## src/rtl/fetch_buf.sv

```systemverilog
// fetch_buf: instruction fetch unit feeding ID through a DEPTH-entry prefetch queue.
// Optional macro FETCH_BUF_BYPASS_EN: a response that reaches an empty queue is shown to ID in the same cycle.
module fetch_buf #(
   parameter int                DATA_W   = 32,
   parameter int                ADDR_W   = 32,
   parameter int                DEPTH    = 4,
   parameter logic [ADDR_W-1:0] RESET_PC = '0
) (
   input  logic              clk,
   input  logic              rst,
   output logic              rom_ce_o,
   output logic [ADDR_W-1:0] rom_addr_o,
   input  logic [DATA_W-1:0] rom_data_i,
   input  logic              branch_flag_i,
   input  logic [ADDR_W-1:0] branch_target_address_i,
   input  logic              id_stall_i,
   output logic              id_valid_o,
   output logic [ADDR_W-1:0] id_pc_o,
   output logic [DATA_W-1:0] id_inst_o
);
   localparam int PW = $clog2(DEPTH);
   localparam int CW = PW + 1;
   typedef enum logic [1:0] {BOOT, RUN, REDIRECT} state_t;
   state_t state_q, state_d;
   logic [ADDR_W-1:0] pc_q, pc_d, pend_pc_q, pend_pc_d;
   logic pend_q, pend_d;
   logic [PW-1:0] head_q, head_d, tail;
   logic [CW-1:0] count_q, count_d;
   logic [ADDR_W-1:0] mem_pc [DEPTH];
   logic [DATA_W-1:0] mem_inst [DEPTH];
   logic has_q, byp, pop, pop_q_entry, push;
   assign has_q = count_q != '0;
`ifdef FETCH_BUF_BYPASS_EN
   assign byp = pend_q && !branch_flag_i && !has_q;
`else
   assign byp = 1'b0;
`endif
   assign id_valid_o  = has_q || byp;
   assign id_pc_o     = has_q ? mem_pc[head_q] : byp ? pend_pc_q : '0;
   assign id_inst_o   = has_q ? mem_inst[head_q] : byp ? rom_data_i : '0;
   assign pop         = id_valid_o && !id_stall_i && !branch_flag_i;
   assign pop_q_entry = pop && has_q;
   assign push        = pend_q && !branch_flag_i && !(byp && pop);
   assign tail        = head_q + count_q[PW-1:0];
   assign rom_ce_o    = state_q != BOOT && !branch_flag_i && (count_q + CW'(pend_q)) < CW'(DEPTH);
   assign rom_addr_o  = pc_q;
   // next-state: a branch flushes everything and redirects, otherwise fetch and queue advance
   always_comb begin
      state_d   = branch_flag_i ? REDIRECT : RUN;
      pc_d      = branch_flag_i ? branch_target_address_i : rom_ce_o ? pc_q + ADDR_W'(4) : pc_q;
      pend_d    = rom_ce_o;
      pend_pc_d = rom_ce_o ? pc_q : pend_pc_q;
      head_d    = pop_q_entry ? head_q + PW'(1) : head_q;
      count_d   = branch_flag_i ? '0 : count_q + CW'(push) - CW'(pop_q_entry);
   end
   // control state with asynchronous active-low reset
   always_ff @(posedge clk or negedge rst) begin
      if (!rst) begin
         state_q   <= BOOT;
         pc_q      <= RESET_PC;
         pend_q    <= 1'b0;
         pend_pc_q <= '0;
         head_q    <= '0;
         count_q   <= '0;
      end else begin
         state_q   <= state_d;
         pc_q      <= pc_d;
         pend_q    <= pend_d;
         pend_pc_q <= pend_pc_d;
         head_q    <= head_d;
         count_q   <= count_d;
      end
   end
   // queue storage; contents are only meaningful below count_q so no reset is needed
   always_ff @(posedge clk) begin
      if (push) begin
         mem_pc[tail]   <= pend_pc_q;
         mem_inst[tail] <= rom_data_i;
      end
   end
endmodule

```

## config.mk

```make
export PLATFORM = sky130hd
export DESIGN_NAME = fetch_buf
export DESIGN_NICKNAME = d
export VERILOG_FILES = /design/src/rtl/fetch_buf.sv
export SDC_FILE = /design/constraint.sdc
export NUM_CORES = 1
export LEC_CHECK = 0
export ABC_CLOCK_PERIOD_IN_PS = 8300
export CORE_UTILIZATION = 56
export DETAILED_ROUTE_END_ITERATION = 10
export GPL_TIMING_DRIVEN = 1
export PLACE_DENSITY = 0.76
export REMOVE_ABC_BUFFERS = 1
export SYNTH_ARGS = -nofsm -noshare
export SYNTH_HDL_FRONTEND = slang
export SYNTH_SLANG_ARGS = --single-unit
```

## constraint.sdc

```tcl
create_clock -name clk -period 8.3 [get_ports clk]
set_input_delay 2.49 -clock clk [delete_from_list [all_inputs] [get_ports clk]]
set_output_delay 2.49 -clock clk [all_outputs]
set_load 0.005 [all_outputs]
```

# After elaboration in Yosys (flattened, before gate mapping)
# Memory sizes are Yosys's and may differ from the RTL's.
# Cells that the tools add are included.
# op_classes
n_addsub	6
n_mul	0
n_div	0
magnitude_cmp	1
eq_ne	0
shift	0
n_mux	8
bitwise	0
reduce_logical	11
# ops
op	n
$mux W32	4
$add A32 B3 Y32 const B	1
$add A3 B1 Y3	2
$logic_and A1 B1 Y1	6
$reduce_bool A2 Y1	2
$lt A3 B3 Y1 const B	1
$mux W3	1
$reduce_bool A3 Y1	1
$sub A3 B1 Y3	1
$add A2 B1 Y2 const B	1
$add A2 B2 Y2	1
$logic_not A1 Y1	2
$mux W1	2
$mux W2	1
# totals
register_bits	72
latchBits	0
ramBits	256
romBits	0
in_bits	68
output_inout_bits	98
wordCells	34
memories	2
# memory_table
name	words	width	read_ports	rd_clocked_by_memory_dff	write_ports	line	source
mem_inst	4	32	1	0	1	30	logic [DATA_W-1:0] mem_inst [DEPTH];
mem_pc	4	32	1	0	1	29	logic [ADDR_W-1:0] mem_pc [DEPTH];

# Logic depth before layout (Yosys ltp)
# Gate-level depths: netlist of run 1.
# logic_depth
ltp_word	6
depth_mapped	11

# Least setup slack after synthesis of run 1
# OpenSTA, ideal clock, no wires.
# synth_path
kind	input -> register
start	input port branch_flag_i
end	memory mem_inst[0][0], enable pin
setup_ns	0.565
t_arrival_ns	7.448
slack_ns	0.287
stages	5
path_buffers	2
path_cell_list	buf_2 > clkbuf_1 > clkinv_1 > nand2_1 > nor3_1
# synth_via
elab_chain_len	4
# synth_lines
element	line	source
start: declaration	14	input logic branch_flag_i,
$logic_not A1 Y1	43	assign push = pend_q && !branch_flag_i && !(byp && pop);
$logic_and A1 B1 Y1	43	
$mux W1	76	if (push) begin
$mux W1 (not written as such)	78	mem_inst[tail] <= rom_data_i;
end: declaration	30	
# Every way passes these cells.

# Worst setup path in the final report of run 1
# layout_path
start	register head_q[0]
end	output port id_pc_o[18]
# layout_via
elab_chain_len	2
# layout_lines
element	line	source
start: declaration	27	logic [PW-1:0] head_q, head_d, tail;
start signal: assignment	63	head_q <= '0;
start signal: assignment	70	head_q <= head_d;
$mem_v2 Z4 W32	-	
$mux W32	39	assign id_pc_o = has_q ? mem_pc[head_q] : byp ? pend_pc_q : '0;
end: declaration	18	output logic [ADDR_W-1:0] id_pc_o,
# Every way passes these cells.

==> impl_summary.txt, run 1 <==
----------------------------------------------------
[Power]
  Power density over the cells ... 323 nW/um^2
  Post-layout power ... 0.00533 W
  Leakage power summed over all cells ... 5.55 nW
  IR drop worst, VDD ... 0.000202 V

[Critical path]
  Startpoint kind of the worst setup timing path ... register
  End of the critical path ... id_pc_o[18]
  CP Max Fanout ... 46
  R2R cell count ... 5
  Data required time at the worst endpoint ... 5810 ps
  Flop-to-flop setup slack ... 4710 ps
  Classification of the worst setup path ... reg2out
  Setup crit end kind ... primary output
  Origin of the critical flop-to-flop path ... head_q[0]
  Worst setup path start ... head_q[0]
  Reg-to-reg critical path endpoint ... mem_pc[0][30]
  Worst EP arrival ... 3330 ps

[Timing]
  Aggregate negative setup slack ... 0 ps
  Transition time at the pin with the least slew margin ... 1060 ps
  Final count of pins violating max slew ... 0
  Worst clock skew on the final layout ... 7.94 ps
  Period minus WS final ... 5820 ps
  Worst slew margin ... 0.293
  RSZ-0062 raised after global routing ... false
  Final WS setup ... 2480 ps
  Maximum clock rate ... 172 MHz
  Count of final setup violators ... 0
  Endpoints failing hold ... 0
  Post-route fraction of the period consumed by the critical path ... 0.702

[Detailed routing]
  Via count ... 7678
  Number of design rule violations left after detail routing ... 0
  Routed Antenna Nets ... 0
  Ratio of routed vias to standard cells ... 5.94
  Total length of routed wires ... 28200 um
  Wirelength per Cell ... 21.8 um
  DRT Pass-1 Iters ... 6
  First-iteration detailed-routing DRC count ... 765

[Floorplanning]
  Die ar. ... 24700 um^2
  Top-Level Pins ... 166
  Number of placement rows ... 56
  Area of the placeable core ... 23500 um^2
  Chip height ... 157 um
  X dimension of the die ... 157 um
  Starting utilization of the core area ... 0.572

[Synthesis]
  Biggest area contributors in the synthesized netlist ... edfxtp_1, dfrtp_1, mux4_2, and2_1, mux2_2
  Mapped cell area ... 13500 um^2
  Fraction of synthesis flops using an asynchronous set or reset pin ... 0.220
  Portion of the post-synthesis area used by sequential elements ... 0.705
  Number of synthesized flops with an enable pin ... 256
  Yosys cell types ... 56
  Avg Cell Area, Syn ... 17.2 um^2
  Number of synthesized register bits ... 328
  Count of mapped cells out of synthesis ... 783
  Area leader, netlist ... edfxtp_1
  Primary flip-flop cell chosen by synthesis mapping ... edfxtp_1
  Area share of the largest cell type after synthesis ... 0.571
  Synth Warn # ... 0

[Clocking]
  Post-CTS setup buffer count ... 0
  CTS Buf Count ... 34
  TritonCTS clock tree ... built
  Post-cts resize count ... 0
  Clock network latency to the later pin of the worst-skew pair ... 510 ps
  Clock Pin Slew Worst Setup and Hold Paths ... 60 ps
  Number of hold buffers added after cts ... 0
  Deepest level of the CTS H-tree ... 2
  Maximum root-to-sink buffer count ... 3
  Clk sinks ... 328
  CTS root buf ... clkbuf_16

[Placed design]
  Global placer's final weighted congestion ... 0.787
  Total of buffers placed on input and output ports ... 165
  Sum of net half-perimeters after detailed placement ... 16800 um
  Number of placed cells counting well taps ... 1231
  Pre-CTS setup slack ... 2600 ps

[Run]
  Number of maximum-capacitance constraint violations ... 0

[Global route]
  Wire length of the first global-routing pass ... 44000 um
  Global routing usage summed across all routing layers ... 0.241
  Maximum number of pins on one net before global-route repair ... 74
  Via count of the first global-routing pass ... 7596
  Initial antenna violation count ... 0
  Congestion Overflow GR ... 0

[Finish]
  Post-route core utilization ... 0.702
  Share of final-layout standard cells stronger than drive strength 1 ... 0.176
  Number of non-filler instances in the completed layout ... 1292
  Net count of the finished layout ... 1021
  Growth of design area from synthesis to finish ... 22.8%
  Number of diodes added for antenna fixing ... 0

[Hold path]
  Worst hold path type ... reg2reg
  Cell depth of the worst hold path ... 0

[Status]
  Status ... complete, no violations

----------------------------------------------------
## flip-flops by register name (all words and copies together) (netlist names)
name and cells:
rom_addr_o 32, state_q 2, mem_inst 128, pend_pc_q 32
mem_pc 128, pend_q 1, head_q 2, count_q 3
## worst min-delay path by stage
| stage | endpoint | start | slack (ps) |
|---|---|---|---|
| global route | mem_pc[0][0] | pend_pc_q[0] | 530 |
| finish | mem_pc[0][29] | pend_pc_q[29] | 510 |
| global placement | mem_pc[0][0] | pend_pc_q[0] | 490 |
| detailed placement | mem_pc[2][11] | pend_pc_q[11] | 500 |
| CTS | mem_pc[2][26] | pend_pc_q[26] | 510 |
| floorplan | mem_pc[0][0] | pend_pc_q[0] | 470 |
## layout by cell type, fill, tap and decap left out, types with 7 or more instances in the layout
| cell type | count |
|---|---|
| and4_1 | 8 |
| o21ai_0 | 13 |
| xnor2_1 | 10 |
| clkbuf_16 | 35 |
| nand2_1 | 24 |
| nor2_1 | 22 |
| a211oi_1 | 8 |
| nor4_1 | 8 |
| a21oi_1 | 10 |
| mux2_2 | 32 |
| nand4_1 | 19 |
| buf_4 | 13 |
| nand3_1 | 24 |
| nor2b_1 | 9 |
| a31oi_1 | 8 |
| edfxtp_1 | 256 |
| and2_1 | 65 |
| clkbuf_1 | 9 |
| clkbuf_8 | 7 |
| mux4_2 | 64 |
| clkdlybuf4s50_1 | 163 |
| dfrtp_1 | 70 |
## cell usage after synthesis (3+ instances only)
cell,count
a211oi_1,8
a21oi_1,10
a221oi_1,3
a31oi_1,8
and2_1,65
and3_1,5
and4_1,8
buf_1,4
buf_2,12
clkbuf_1,30
dfrtp_1,72
edfxtp_1,256
ha_1,4
inv_1,5
mux2_2,32
mux4_2,64
nand2_1,24
nand2b_1,6
nand3_1,24
nand4_1,19
nor2_1,24
nor2b_1,9
nor3_1,7
nor3b_1,3
nor4_1,8
o211ai_1,6
o21ai_0,13
o31ai_1,4
or4_1,4
xnor2_1,10
xor2_1,3
## per-stage QoR
stage          area [um^2]  hold WS (ps)
2_1_floorplan        13200           469
3_3_place_gp         15400           491
3_5_place_dp         15400           500
4_1_cts              16500           511
5_1_grt              16500           527
6_report             16500           512
## cells by family after synthesis
logic type,after synthesis,synth area share
DFF,328,0.705
and+or+nand+nor,212,0.0901
muxes,99,0.136
AOI/OAI and AO/OA,72,0.0375
buffers and inverters,54,0.0173
xor gates and xnor gates,13,0.00846
adders and majority gates,5,0.00521
## routing by layer
layer  track usage  vias to the layer above  routed length (um)
met3        0.0402                       46                1950
met1         0.341                     3888               11700
met2         0.393                      319               13900
met4        0.0680                        0                 650
met5             0                        -                   0
li1              -                     3425                   -
## worst max-delay path: stages (launching register included)
cell             delay [ps]
dfrtp_4                1070
buf_4                   540
mux4_2                  550
and2_1                  190
clkdlybuf4s50_1         450
## report_power, final
group	internal, W	switching (W)
Sequential	0.00212	0.000301
Clock	0.000900	0.000593
Combinational	0.000866	0.000557
## layout make-up
type                    count  area (um^2)
well taps                 319          399
inverters                   6         22.5
clock buffers              51         1010
multi-input cells         401         3770
flip-flops and latches    328         9500
repair buffers            177         1730
clock inverters            10          101
fillers                  1542         7020
Note: power is estimated with default switching activity, not from simulation.
==> run 2: changes to the inputs <==
--- a/config.mk
+++ b/config.mk
@@ -5,7 +5,7 @@
 export SDC_FILE = /design/constraint.sdc
 export NUM_CORES = 1
 export LEC_CHECK = 0
-export ABC_CLOCK_PERIOD_IN_PS = 8300
+export ABC_CLOCK_PERIOD_IN_PS = 5700
 export CORE_UTILIZATION = 56
 export DETAILED_ROUTE_END_ITERATION = 10
 export GPL_TIMING_DRIVEN = 1
==> constraint.sdc (replaced) <==
create_clock -name clk -period 5.7 [get_ports clk]
set_input_delay 1.71 -clock clk [delete_from_list [all_inputs] [get_ports clk]]
set_output_delay 1.71 -clock clk [all_outputs]
set_load 0.005 [all_outputs]
==> impl_summary.txt, run 2 (synthesized netlist as in run 1, its figures left out) <==
----------------------------------------------------
[Power]
  Net load switching power ... 0.00205 W (+41%)
  Switching power share of the total ... 0.272 (about the same)
  Share of total power in the clock network ... 0.257 (-0.023)
  Power density over the cells ... 459 nW/um^2 (+42%)
  Leakage power summed over all cells ... 5.49 nW (-1.1%)
  Portion of total power attributed to combinational logic ... 0.283 (+0.016)
  IR drop worst, VDD ... 0.000265 V (+31%)
  Internal power ... 0.00549 W (+42%)
  Fraction of power consumed by sequential logic ... 0.460 (+0.007)

[Timing]
  Endpoints failing hold ... 0 (unchanged)
  Maximum clock rate ... 214 MHz
  Final count of pins violating max slew ... 0 (unchanged)
  Post-route fraction of the period consumed by the critical path ... 0.821
  Final WS setup ... 1020 ps (-1460 ps)
  Transition time at the pin with the least slew margin ... 1050 ps (-6.72 ps)
  Aggregate negative setup slack ... 0 ps (unchanged)
  Period minus WS final ... 4680 ps
  Count of final setup violators ... 0 (unchanged)
  Worst slew margin ... 0.296 (+0.00282)
  RSZ-0062 raised after global routing ... false
  Worst clock skew on the final layout ... 16.8 ps (+8.90 ps)

[Detailed routing]
  Via count ... 7587 (-1.2%)
  Number of design rule violations left after detail routing ... 0 (unchanged)
  Ratio of routed vias to standard cells ... 5.89 (-0.88%)
  DRT Pass-1 Iters ... 7 (+1)
  Wirelength per Cell ... 21.4 um (-1.9%)
  First-iteration detailed-routing DRC count ... 630 (-18%)
  Total length of routed wires ... 27500 um (-2.2%)
  Routed Antenna Nets ... 0 (unchanged)

[Critical path]
  Worst EP arrival ... 2970 ps (-360 ps)
  Startpoint kind of the worst setup timing path ... register
  CP Cell Sequence ... buf_12 > mux4_2 > and2_1 > clkdlybuf4s50_1
  Critical path's top delay family ... buffers and inverters
  CP Max Fanout ... 42 (-8.7%)
  Origin of the critical flop-to-flop path ... head_q[1]
  Flop-to-flop setup slack ... 2310 ps (-2400 ps)
  Highest-delay cell along the critical path ... dfrtp_4
  Setup crit end kind ... primary output
  Worst setup path start ... head_q[0]
  Classification of the worst setup path ... reg2out
  Delay of the slowest critical-path stage ... 810 ps (-260 ps)
  Data required time at the worst endpoint ... 3990 ps (-1820 ps)
  Worst Path Buf+Inv ... 2 (unchanged)

[Finish]
  Final instance area ... 16400 um^2 (-0.60%)
  Post-route core utilization ... 0.698 (-0.00420)
  Number of non-filler instances in the completed layout ... 1288 (-0.31%)
  Net count of the finished layout ... 1018 (-0.29%)
  Growth of design area from synthesis to finish ... 22.1%
  Fill cells ... 1585 (+2.8%)
  Most frequent cells in the layout ... edfxtp_1, clkdlybuf4s50_1, dfrtp_1
  Share of final-layout standard cells stronger than drive strength 1 ... 0.167 (-0.00856)
  Most common library cell in the layout ignoring fill and taps ... edfxtp_1
  Leading registers by flop count ... mem_inst: 128 flops, mem_pc: 128 flops
  Number of diodes added for antenna fixing ... 0 (unchanged)

[Floorplanning]
  Number of placement rows ... 56 (unchanged)
  Top-Level Pins ... 166 (unchanged)
  Starting utilization of the core area ... 0.572 (unchanged)
  Chip height ... 157 um (unchanged)
  Area of the placeable core ... 23500 um^2 (unchanged)
  Die ar. ... 24700 um^2 (unchanged)
  X dimension of the die ... 157 um (unchanged)

[Placed design]
  Global placer's final weighted congestion ... 0.829 (+5.2%)
  Total of buffers placed on input and output ports ... 165 (unchanged)
  Area of placed instances ... 15500 um^2 (+0.24%)
  Sum of net half-perimeters after detailed placement ... 16700 um (-0.76%)
  Number of placed cells counting well taps ... 1231 (unchanged)
  Pre-CTS setup slack ... 1530 ps (-1070 ps)

[Clocking]
  Number of hold buffers added after cts ... 0 (unchanged)
  Maximum root-to-sink buffer count ... 3 (unchanged)
  CTS Buf Count ... 31 (-8.8%)
  Deepest level of the CTS H-tree ... 1 (-1)
  Clock network latency to the later pin of the worst-skew pair ... 540 ps (+30 ps)
  Clk sinks ... 328 (unchanged)
  TritonCTS clock tree ... built
  Post-cts resize count ... 0 (unchanged)
  CTS root buf ... clkbuf_16
  Clock Pin Slew Worst Setup and Hold Paths ... 60 ps (about the same)
  Post-CTS setup buffer count ... 0 (unchanged)

[Global route]
  Via count of the first global-routing pass ... 7443 (-2.0%)
  Congestion Overflow GR ... 0 (unchanged)
  Maximum number of pins on one net before global-route repair ... 73 (-1.4%)
  Global routing usage summed across all routing layers ... 0.231 (-0.0104)
  Initial antenna violation count ... 0 (unchanged)
  Wire length of the first global-routing pass ... 42400 um (-3.6%)

[Hold path]
  Worst hold path type ... reg2reg
  Startpoint of the lowest-slack hold path ... pend_pc_q[18]

[Run]
  Number of maximum-capacitance constraint violations ... 0 (unchanged)

[Status]
  Status ... complete, no violations

----------------------------------------------------
-- run 2: cell types whose count changed in the layout (fill, tap and decap cells not counted) --
cell	previous run	this run
clkbuf_16	35	31
clkbuf_8	7	4
clkbuf_1	9	8
clkinv_2	5	4
buf_4	13	10
inv_6	1	0
buf_12	0	3
clkinv_1	3	9
-- run 2: layout make-up --
type	instances	area [um^2]	share of cell area
sequential	328	9500	0.578
tap	319	399	0.0243
multi-input combinational	401	3770	0.229
clock inverter	14	110	0.00670
clock buffer	43	861	0.0524
timing repair buffer	177	1770	0.108
inverter	6	22.5	0.00137
-- run 2: layer usage --
metal	vias up	share of wire	global-route usage
li1	3428	-	-
met1	3842	0.43	0.335
met2	277	0.49	0.377
met3	40	0.062	0.0306
met4	0	0.019	0.0564
met5	-	0	0
-- run 2: worst paths after layout --
kind,endpoint,cells after the start
max in group asynchronous,head_q[0],1
min reg2reg,mem_pc[2][18],0
max,id_pc_o[18],4
max reg2reg,mem_pc[2][19],4
min in group asynchronous,pend_pc_q[29],1
min,mem_pc[2][18],0
-- run 2: worst register-to-register path: stages, from the launching register on --
cell and delay [ps]:
dfrtp_4 1100, xnor2_1 290, xor2_1 250, nor3_2 500, buf_4 810
-- run 2: stage by stage --
stage          hold slack [ps]  power (W)
3_5_place_dp               499    0.00569
5_1_grt                    524    0.00791
4_1_cts                    512    0.00764
2_1_floorplan              469    0.00463
6_report                   510    0.00754
3_3_place_gp               489    0.00564
-- run 2: power groups by stage --
stage | combinational [W] | sequential (W) | clock, W
floorplan | 0.00116 | 0.00347 | 0
global placement | 0.00215 | 0.00350 | 0
detailed placement | 0.00216 | 0.00353 | 0
CTS | 0.00218 | 0.00348 | 0.00198
global route | 0.00231 | 0.00353 | 0.00207
finish | 0.00214 | 0.00347 | 0.00194
